`config.mk`:
```
export PLATFORM = sky130hd
export DESIGN_NAME = parking_bcd_scheduler
export DESIGN_NICKNAME = d
export VERILOG_FILES = /design/src/rtl/parking_bcd_scheduler_pkg.sv /design/src/rtl/parking_bcd_scheduler_bcd_dabble_step.sv /design/src/rtl/parking_bcd_scheduler.sv
export SDC_FILE = /design/constraint.sdc
export NUM_CORES = 1
export LEC_CHECK = 0
export BUFFER_PORTS_ARGS = -buffer_cell sky130_fd_sc_hd__buf_4
export CORE_UTILIZATION = 23
export DETAILED_ROUTE_END_ITERATION = 16
export HOLD_SLACK_MARGIN = 0.02
export PLACE_DENSITY_LB_ADDON = 0.12
export SYNTH_ARGS = -nofsm -noshare
export SYNTH_HDL_FRONTEND = slang
export SYNTH_SLANG_ARGS = --single-unit
```
`constraint.sdc`:
```
create_clock -name clk -period 2.8 [get_ports clk]
set_input_delay 0.28 -clock clk [delete_from_list [all_inputs] [get_ports clk]]
set_output_delay 0.28 -clock clk [all_outputs]
set_load 0.01 [all_outputs]
```
`src/rtl/parking_bcd_scheduler_pkg.sv`:
```
// Shared constants for the parking occupancy display path: widths, FSM encoding, blank code.
// The optional BCD_BLANK_EN build uses blank_leading() to suppress leading zero digits.
package parking_bcd_scheduler_pkg;

    localparam int BIN_W      = 8;
    localparam int DIG_W      = 4;
    localparam int NUM_DIGITS = 3;
    localparam int BCD_W      = DIG_W * NUM_DIGITS;

    localparam logic [DIG_W-1:0] BLANK_CODE = 4'hF;

    localparam logic [1:0] ST_IDLE  = 2'd0;
    localparam logic [1:0] ST_LOAD  = 2'd1;
    localparam logic [1:0] ST_SHIFT = 2'd2;
    localparam logic [1:0] ST_WRITE = 2'd3;

    // Hundreds blanks when zero; tens blanks only when hundreds was blanked too.
    function automatic logic [BCD_W-1:0] blank_leading(input logic [BCD_W-1:0] bcd);
        logic [BCD_W-1:0] res;
        res = bcd;
        if (bcd[11:8] == 4'd0) begin
            res[11:8] = BLANK_CODE;
            if (bcd[7:4] == 4'd0) begin
                res[7:4] = BLANK_CODE;
            end
        end
        return res;
    endfunction

endpackage

```
`src/rtl/parking_bcd_scheduler_bcd_dabble_step.sv`:
```
// One shift-and-add-3 iteration: correct each BCD digit >= 5 by +3, then shift in one binary bit.
module bcd_dabble_step
    import parking_bcd_scheduler_pkg::*;
(
    input  logic [BCD_W-1:0] bcd_in,
    input  logic             bit_in,
    output logic [BCD_W-1:0] bcd_out
);

    logic [BCD_W-1:0] adj;

    always_comb begin
        adj = bcd_in;
        for (int i = 0; i < NUM_DIGITS; i++) begin
            if (adj[i*DIG_W +: DIG_W] >= 4'd5) begin
                adj[i*DIG_W +: DIG_W] = adj[i*DIG_W +: DIG_W] + 4'd3;
            end
        end
        bcd_out = {adj[BCD_W-2:0], bit_in};
    end

endmodule

```
`src/rtl/parking_bcd_scheduler.sv`:
```
// Parking occupancy counter with one shared double-dabble engine serving occupied and free counts.
// Define BCD_BLANK_EN to write leading zero digits as the blank code 4'hF.
module parking_bcd_scheduler
    import parking_bcd_scheduler_pkg::*;
#(
    parameter int CAPACITY = 200
) (
    input  logic             clk,
    input  logic             rst,
    input  logic             car_in,
    input  logic             car_out,
    output logic [DIG_W-1:0] occ_bcd2,
    output logic [DIG_W-1:0] occ_bcd1,
    output logic [DIG_W-1:0] occ_bcd0,
    output logic [DIG_W-1:0] free_bcd2,
    output logic [DIG_W-1:0] free_bcd1,
    output logic [DIG_W-1:0] free_bcd0,
    output logic             full,
    output logic             empty,
    output logic             busy,
    output logic             upd_occ,
    output logic             upd_free
);

    localparam logic [BIN_W-1:0] CAP_VAL = BIN_W'(CAPACITY);

    logic [BIN_W-1:0] occ_q, occ_d;
    logic             req_occ_q, req_occ_d;
    logic             req_free_q, req_free_d;
    logic [1:0]       state_q, state_d;
    logic             sel_free_q, sel_free_d;
    logic [BIN_W-1:0] shreg_q, shreg_d;
    logic [BCD_W-1:0] acc_q, acc_d;
    logic [2:0]       cnt_q, cnt_d;
    logic [BCD_W-1:0] occ_bcd_q, occ_bcd_d;
    logic [BCD_W-1:0] free_bcd_q, free_bcd_d;
    logic             full_q, full_d;
    logic             empty_q, empty_d;
    logic             upd_occ_q, upd_occ_d;
    logic             upd_free_q, upd_free_d;

    logic [BIN_W-1:0] free_val;
    logic             inc, dec, accepted;
    logic             grant_occ, grant_free;
    logic [BCD_W-1:0] step_out;
    logic [BCD_W-1:0] result;

    bcd_dabble_step u_step (
        .bcd_in  (acc_q),
        .bit_in  (shreg_q[BIN_W-1]),
        .bcd_out (step_out)
    );

    assign free_val   = CAP_VAL - occ_q;
    assign inc        = car_in && !car_out && (occ_q != CAP_VAL);
    assign dec        = car_out && !car_in && (occ_q != '0);
    assign accepted   = inc || dec;
    assign grant_occ  = (state_q == ST_IDLE) && req_occ_q;
    assign grant_free = (state_q == ST_IDLE) && !req_occ_q && req_free_q;

`ifdef BCD_BLANK_EN
    assign result = blank_leading(acc_q);
`else
    assign result = acc_q;
`endif

    always_comb begin
        occ_d = occ_q;
        if (inc) begin
            occ_d = occ_q + 8'd1;
        end else if (dec) begin
            occ_d = occ_q - 8'd1;
        end
        full_d  = (occ_d == CAP_VAL);
        empty_d = (occ_d == '0);
        // A new event in the grant cycle re-arms the flag, so set beats clear.
        req_occ_d  = (req_occ_q && !grant_occ) || accepted;
        req_free_d = (req_free_q && !grant_free) || accepted;
    end

    always_comb begin
        state_d    = state_q;
        sel_free_d = sel_free_q;
        shreg_d    = shreg_q;
        acc_d      = acc_q;
        cnt_d      = cnt_q;
        occ_bcd_d  = occ_bcd_q;
        free_bcd_d = free_bcd_q;
        upd_occ_d  = 1'b0;
        upd_free_d = 1'b0;
        case (state_q)
            ST_IDLE: begin
                if (grant_occ || grant_free) begin
                    sel_free_d = grant_free;
                    state_d    = ST_LOAD;
                end
            end
            ST_LOAD: begin
                shreg_d = sel_free_q ? free_val : occ_q;
                acc_d   = '0;
                cnt_d   = 3'd7;
                state_d = ST_SHIFT;
            end
            ST_SHIFT: begin
                acc_d   = step_out;
                shreg_d = {shreg_q[BIN_W-2:0], 1'b0};
                cnt_d   = cnt_q - 3'd1;
                if (cnt_q == 3'd0) begin
                    state_d = ST_WRITE;
                end
            end
            ST_WRITE: begin
                if (sel_free_q) begin
                    free_bcd_d = result;
                    upd_free_d = 1'b1;
                end else begin
                    occ_bcd_d = result;
                    upd_occ_d = 1'b1;
                end
                state_d = ST_IDLE;
            end
            default: state_d = ST_IDLE;
        endcase
    end

    // Both requests start pending so the free count shows CAPACITY after reset.
    always_ff @(posedge clk or posedge rst) begin
        if (rst) begin
            occ_q      <= '0;
            req_occ_q  <= 1'b1;
            req_free_q <= 1'b1;
            state_q    <= ST_IDLE;
            sel_free_q <= 1'b0;
            shreg_q    <= '0;
            acc_q      <= '0;
            cnt_q      <= '0;
            occ_bcd_q  <= '0;
            free_bcd_q <= '0;
            full_q     <= 1'b0;
            empty_q    <= 1'b1;
            upd_occ_q  <= 1'b0;
            upd_free_q <= 1'b0;
        end else begin
            occ_q      <= occ_d;
            req_occ_q  <= req_occ_d;
            req_free_q <= req_free_d;
            state_q    <= state_d;
            sel_free_q <= sel_free_d;
            shreg_q    <= shreg_d;
            acc_q      <= acc_d;
            cnt_q      <= cnt_d;
            occ_bcd_q  <= occ_bcd_d;
            free_bcd_q <= free_bcd_d;
            full_q     <= full_d;
            empty_q    <= empty_d;
            upd_occ_q  <= upd_occ_d;
            upd_free_q <= upd_free_d;
        end
    end

    assign {occ_bcd2, occ_bcd1, occ_bcd0}    = occ_bcd_q;
    assign {free_bcd2, free_bcd1, free_bcd0} = free_bcd_q;
    assign full     = full_q;
    assign empty    = empty_q;
    assign busy     = (state_q != ST_IDLE);
    assign upd_occ  = upd_occ_q;
    assign upd_free = upd_free_q;

endmodule

```
==> run summary <==
# rows: 43
Post-Synthesis Cell Area: 3300 µm²
fmax: 414 MHz
Post-Syn Instances: 333
Yosys top cell by area: dfrtp_1
drt pass-1 iters: 4
max-slew violations: 0
Hold Path Class: in2async
delay of the slowest critical-path stage: 0.49 ns
antenna cell count: 0
CTS Buf Count: 9
Detail Placement HPWL: 5.23 mm
Synth cell types: 58
unrepaired setup endpoints after global routing: no
Clock Sinks: 64
number of buffers inserted by port buffering: 32
Bufs on Longest Clock Path: 2
CTS tree: yes
Required @ worst endpoint: 3.04 ns
Root Buffer: clkbuf_16
Design Power: 3.35 mW
reg2reg start: occ_q[0]$_DFF_PP0_
Tmin final: 2.42 ns
Area Overhead vs Synth: 22.7%
slowest CP cell: dfrtp_1
initial antenna violation count: 0
first-pass GRT wire length: 12.4 mm
cts hold-fix bufs: 0
GRT Total Usage: 0.110
Setup TNS Final: 0 ns
WP data arrival: 2.66 ns
IO Pins: 33
Worst-path clk slew: 0.06 ns
Area contributors post-synth: dfrtp_1 46%, ha_1 5.3%, o21ai_0 5.2%
chip height: 122 µm
CP cell instances: inv_1 -> ha_1 -> or4b_1 -> and4_4 -> nor3_4 -> a2bb2o_4 -> nor4b_2
kind of cell adding the most delay to the critical path: simple AND/OR/NAND/NOR gates
Yosys Warn Count: 0
Final Hold Viols: 0
Period Utilization, post-route: 0.863
area share of the largest cell type after synthesis: 0.463
Die W: 122 µm
Setup CP Type: reg2reg
cell area after layout: 4050 µm²
Non-Filler Instances: 548
Avg Cell Area, Syn: 9.91 µm²
initial core utilization: 0.237
actual slew at the worst max-slew pin: 0.850 ns
# H-tree levels: 3
register area share after synthesis: 0.487
outcome: finished, final reports clean
CP Max Fanout: 11
final setup violation count: 0
CTS resizes: 0
Setup crit start kind: register
routability-driven placement congestion ratio: 0.805
largest net degree at the start of global routing: 65
share of cells above drive strength 1: 0.217
vias in the first global route: 2483
later-pin clock latency in the skew report: 0.33 ns
asr flop ratio synth: 1.00
Power Density: 827 nW/µm²
Routed wire per std cell: 13.6 µm
Vias/cell: 4.51
Starting DRT DRC Count: 80
via count: 2472
post-synth net total: 351
DRC errors left: 0
slew margin rel.: 0.433
total grt overflow: 0
Placed Area: 3730 µm²
Pleak: 1.83 nW
clk_skew: 0.00741 ns
core area: 13900 µm²
ys flop type: dfrtp_1
die footprint: 14800 µm²
placed cells: 532
Post-synth EDFFs: 0
nets: 381
Worst Setup End Kind: register
#FFs+latches synth: 64
antenna viol nets, final: 0
Setup crit start: occ_q[0]$_DFF_PP0_
maxcap violations: 0
WL final: 7.44 mm
Worst Path Buf+Inv: 1
Peak VDD IR: 283 µV
Post-CTS Setup Bufs: 0
-- cells in the final DEF (no fill, tap or decap), types with 3 or more instances in the layout --
| master | n |
|---|---|
| dfrtp_1 | 61 |
| nand2_1 | 38 |
| buf_4 | 36 |
| o21ai_0 | 34 |
| inv_1 | 32 |
| nor2_1 | 15 |
| a21oi_1 | 15 |
| ha_1 | 14 |
| mux2_2 | 11 |
| o22ai_1 | 11 |
| xnor2_1 | 9 |
| clkbuf_16 | 9 |
| nor3_1 | 5 |
| nand3_1 | 5 |
| and2_1 | 4 |
| o31ai_1 | 4 |
| nand2b_1 | 4 |
| a32o_1 | 3 |
| nor2b_1 | 3 |
| dfstp_2 | 3 |
-- power by group --
part	leakage (nW)	internal [mW]	switching [mW]
Sequential	0.821	1.10	0.215
Combinational	0.847	0.391	0.426
Clock	0.160	0.804	0.416
-- metrics by stage --
stage | hold slack, ns | worst slack [ns] | util
2_1_floorplan | 0.440 | 0.538 | -
3_3_place_gp | 0.456 | 0.445 | 0.267
3_5_place_dp | 0.461 | 0.373 | 0.267
4_1_cts | 0.255 | 0.360 | 0.291
5_1_grt | 0.304 | 0.210 | 0.291
6_report | 0.206 | 0.383 | 0.291
-- final cells by class --
cell class,instances,area (µm²)
tap,180,225
multi-input combinational,218,1480
clock inverter,5,78.8
fill,1446,9890
inverter,33,124
sequential,64,1610
clock buffer,11,243
timing repair buffer,37,290
-- sequential cells by signal (all words and copies together) (netlist names) --
register	count
req_occ_q	1
sel_free_q	1
occ_q	8
req_free_q	1
shreg_q	8
full	1
occ_bcd_q	12
upd_free	1
empty	1
free_bcd_q	12
cnt_q	3
upd_occ	1
acc_q	12
state_q	2
-- worst min-delay path, stage by stage --
cell   delay (ns)
buf_4        0.11
inv_2        0.03
buf_4        0.64
-- logic make-up (layout without fill, tap and decap cells) --
logic type | count (synthesis) | count (layout) | share of synthesized area
AO/OA/AOI/OAI | 87 | 87 | 0.168
AND/OR/NAND/NOR | 94 | 94 | 0.159
multiplexers | 12 | 12 | 0.0406
XOR/XNOR | 11 | 11 | 0.0292
buffers and inverters | 51 | 86 | 0.0641
adder cells (fa/ha/maj) | 14 | 14 | 0.0531
flip-flops | 64 | 64 | 0.487
-- worst paths after layout --
path / to / slack (ns) / cells past startpoint
max in group asynchronous: occ_q[0]$_DFF_PP0_ / 2.04 / 3
worst max-delay path: empty$_DFF_PP1_ / 0.38 / 7
worst max register to register: empty$_DFF_PP1_ / 0.38 / 7
worst min register to register: req_free_q$_DFF_PP1_ / 0.47 / 2
worst min-delay path: free_bcd_q[2]$_DFFE_PP0P_ / 0.21 / 3
min in group clk: occ_q[3]$_DFF_PP0_ / 0.45 / 4
-- synth_stat cells, types with 2 or more instances --
master,count
a2111oi_0,2
a21oi_1,15
a31oi_1,2
a32o_1,3
and2_1,4
buf_1,3
buf_2,4
buf_6,2
clkbuf_1,9
dfrtp_1,61
dfstp_2,3
ha_1,14
inv_1,33
mux2_2,11
nand2_1,38
nand2b_1,4
nand3_1,5
nand4_1,2
nor2_1,15
nor2b_1,3
nor3_1,5
nor4b_2,2
o211ai_1,2
o21ai_0,34
o22ai_1,11
o31ai_1,4
or4b_1,2
xnor2_1,9
xor2_1,2
-- metal layers --
layer | vias up | global-route usage | share of wire
li1 | 1225 | - | -
met1 | 1180 | 0.136 | 0.47
met2 | 50 | 0.176 | 0.46
met3 | 17 | 0.0332 | 0.047
met4 | 0 | 0.0471 | 0.019
met5 | - | 0 | 0
(Power assumes the default switching activity.)
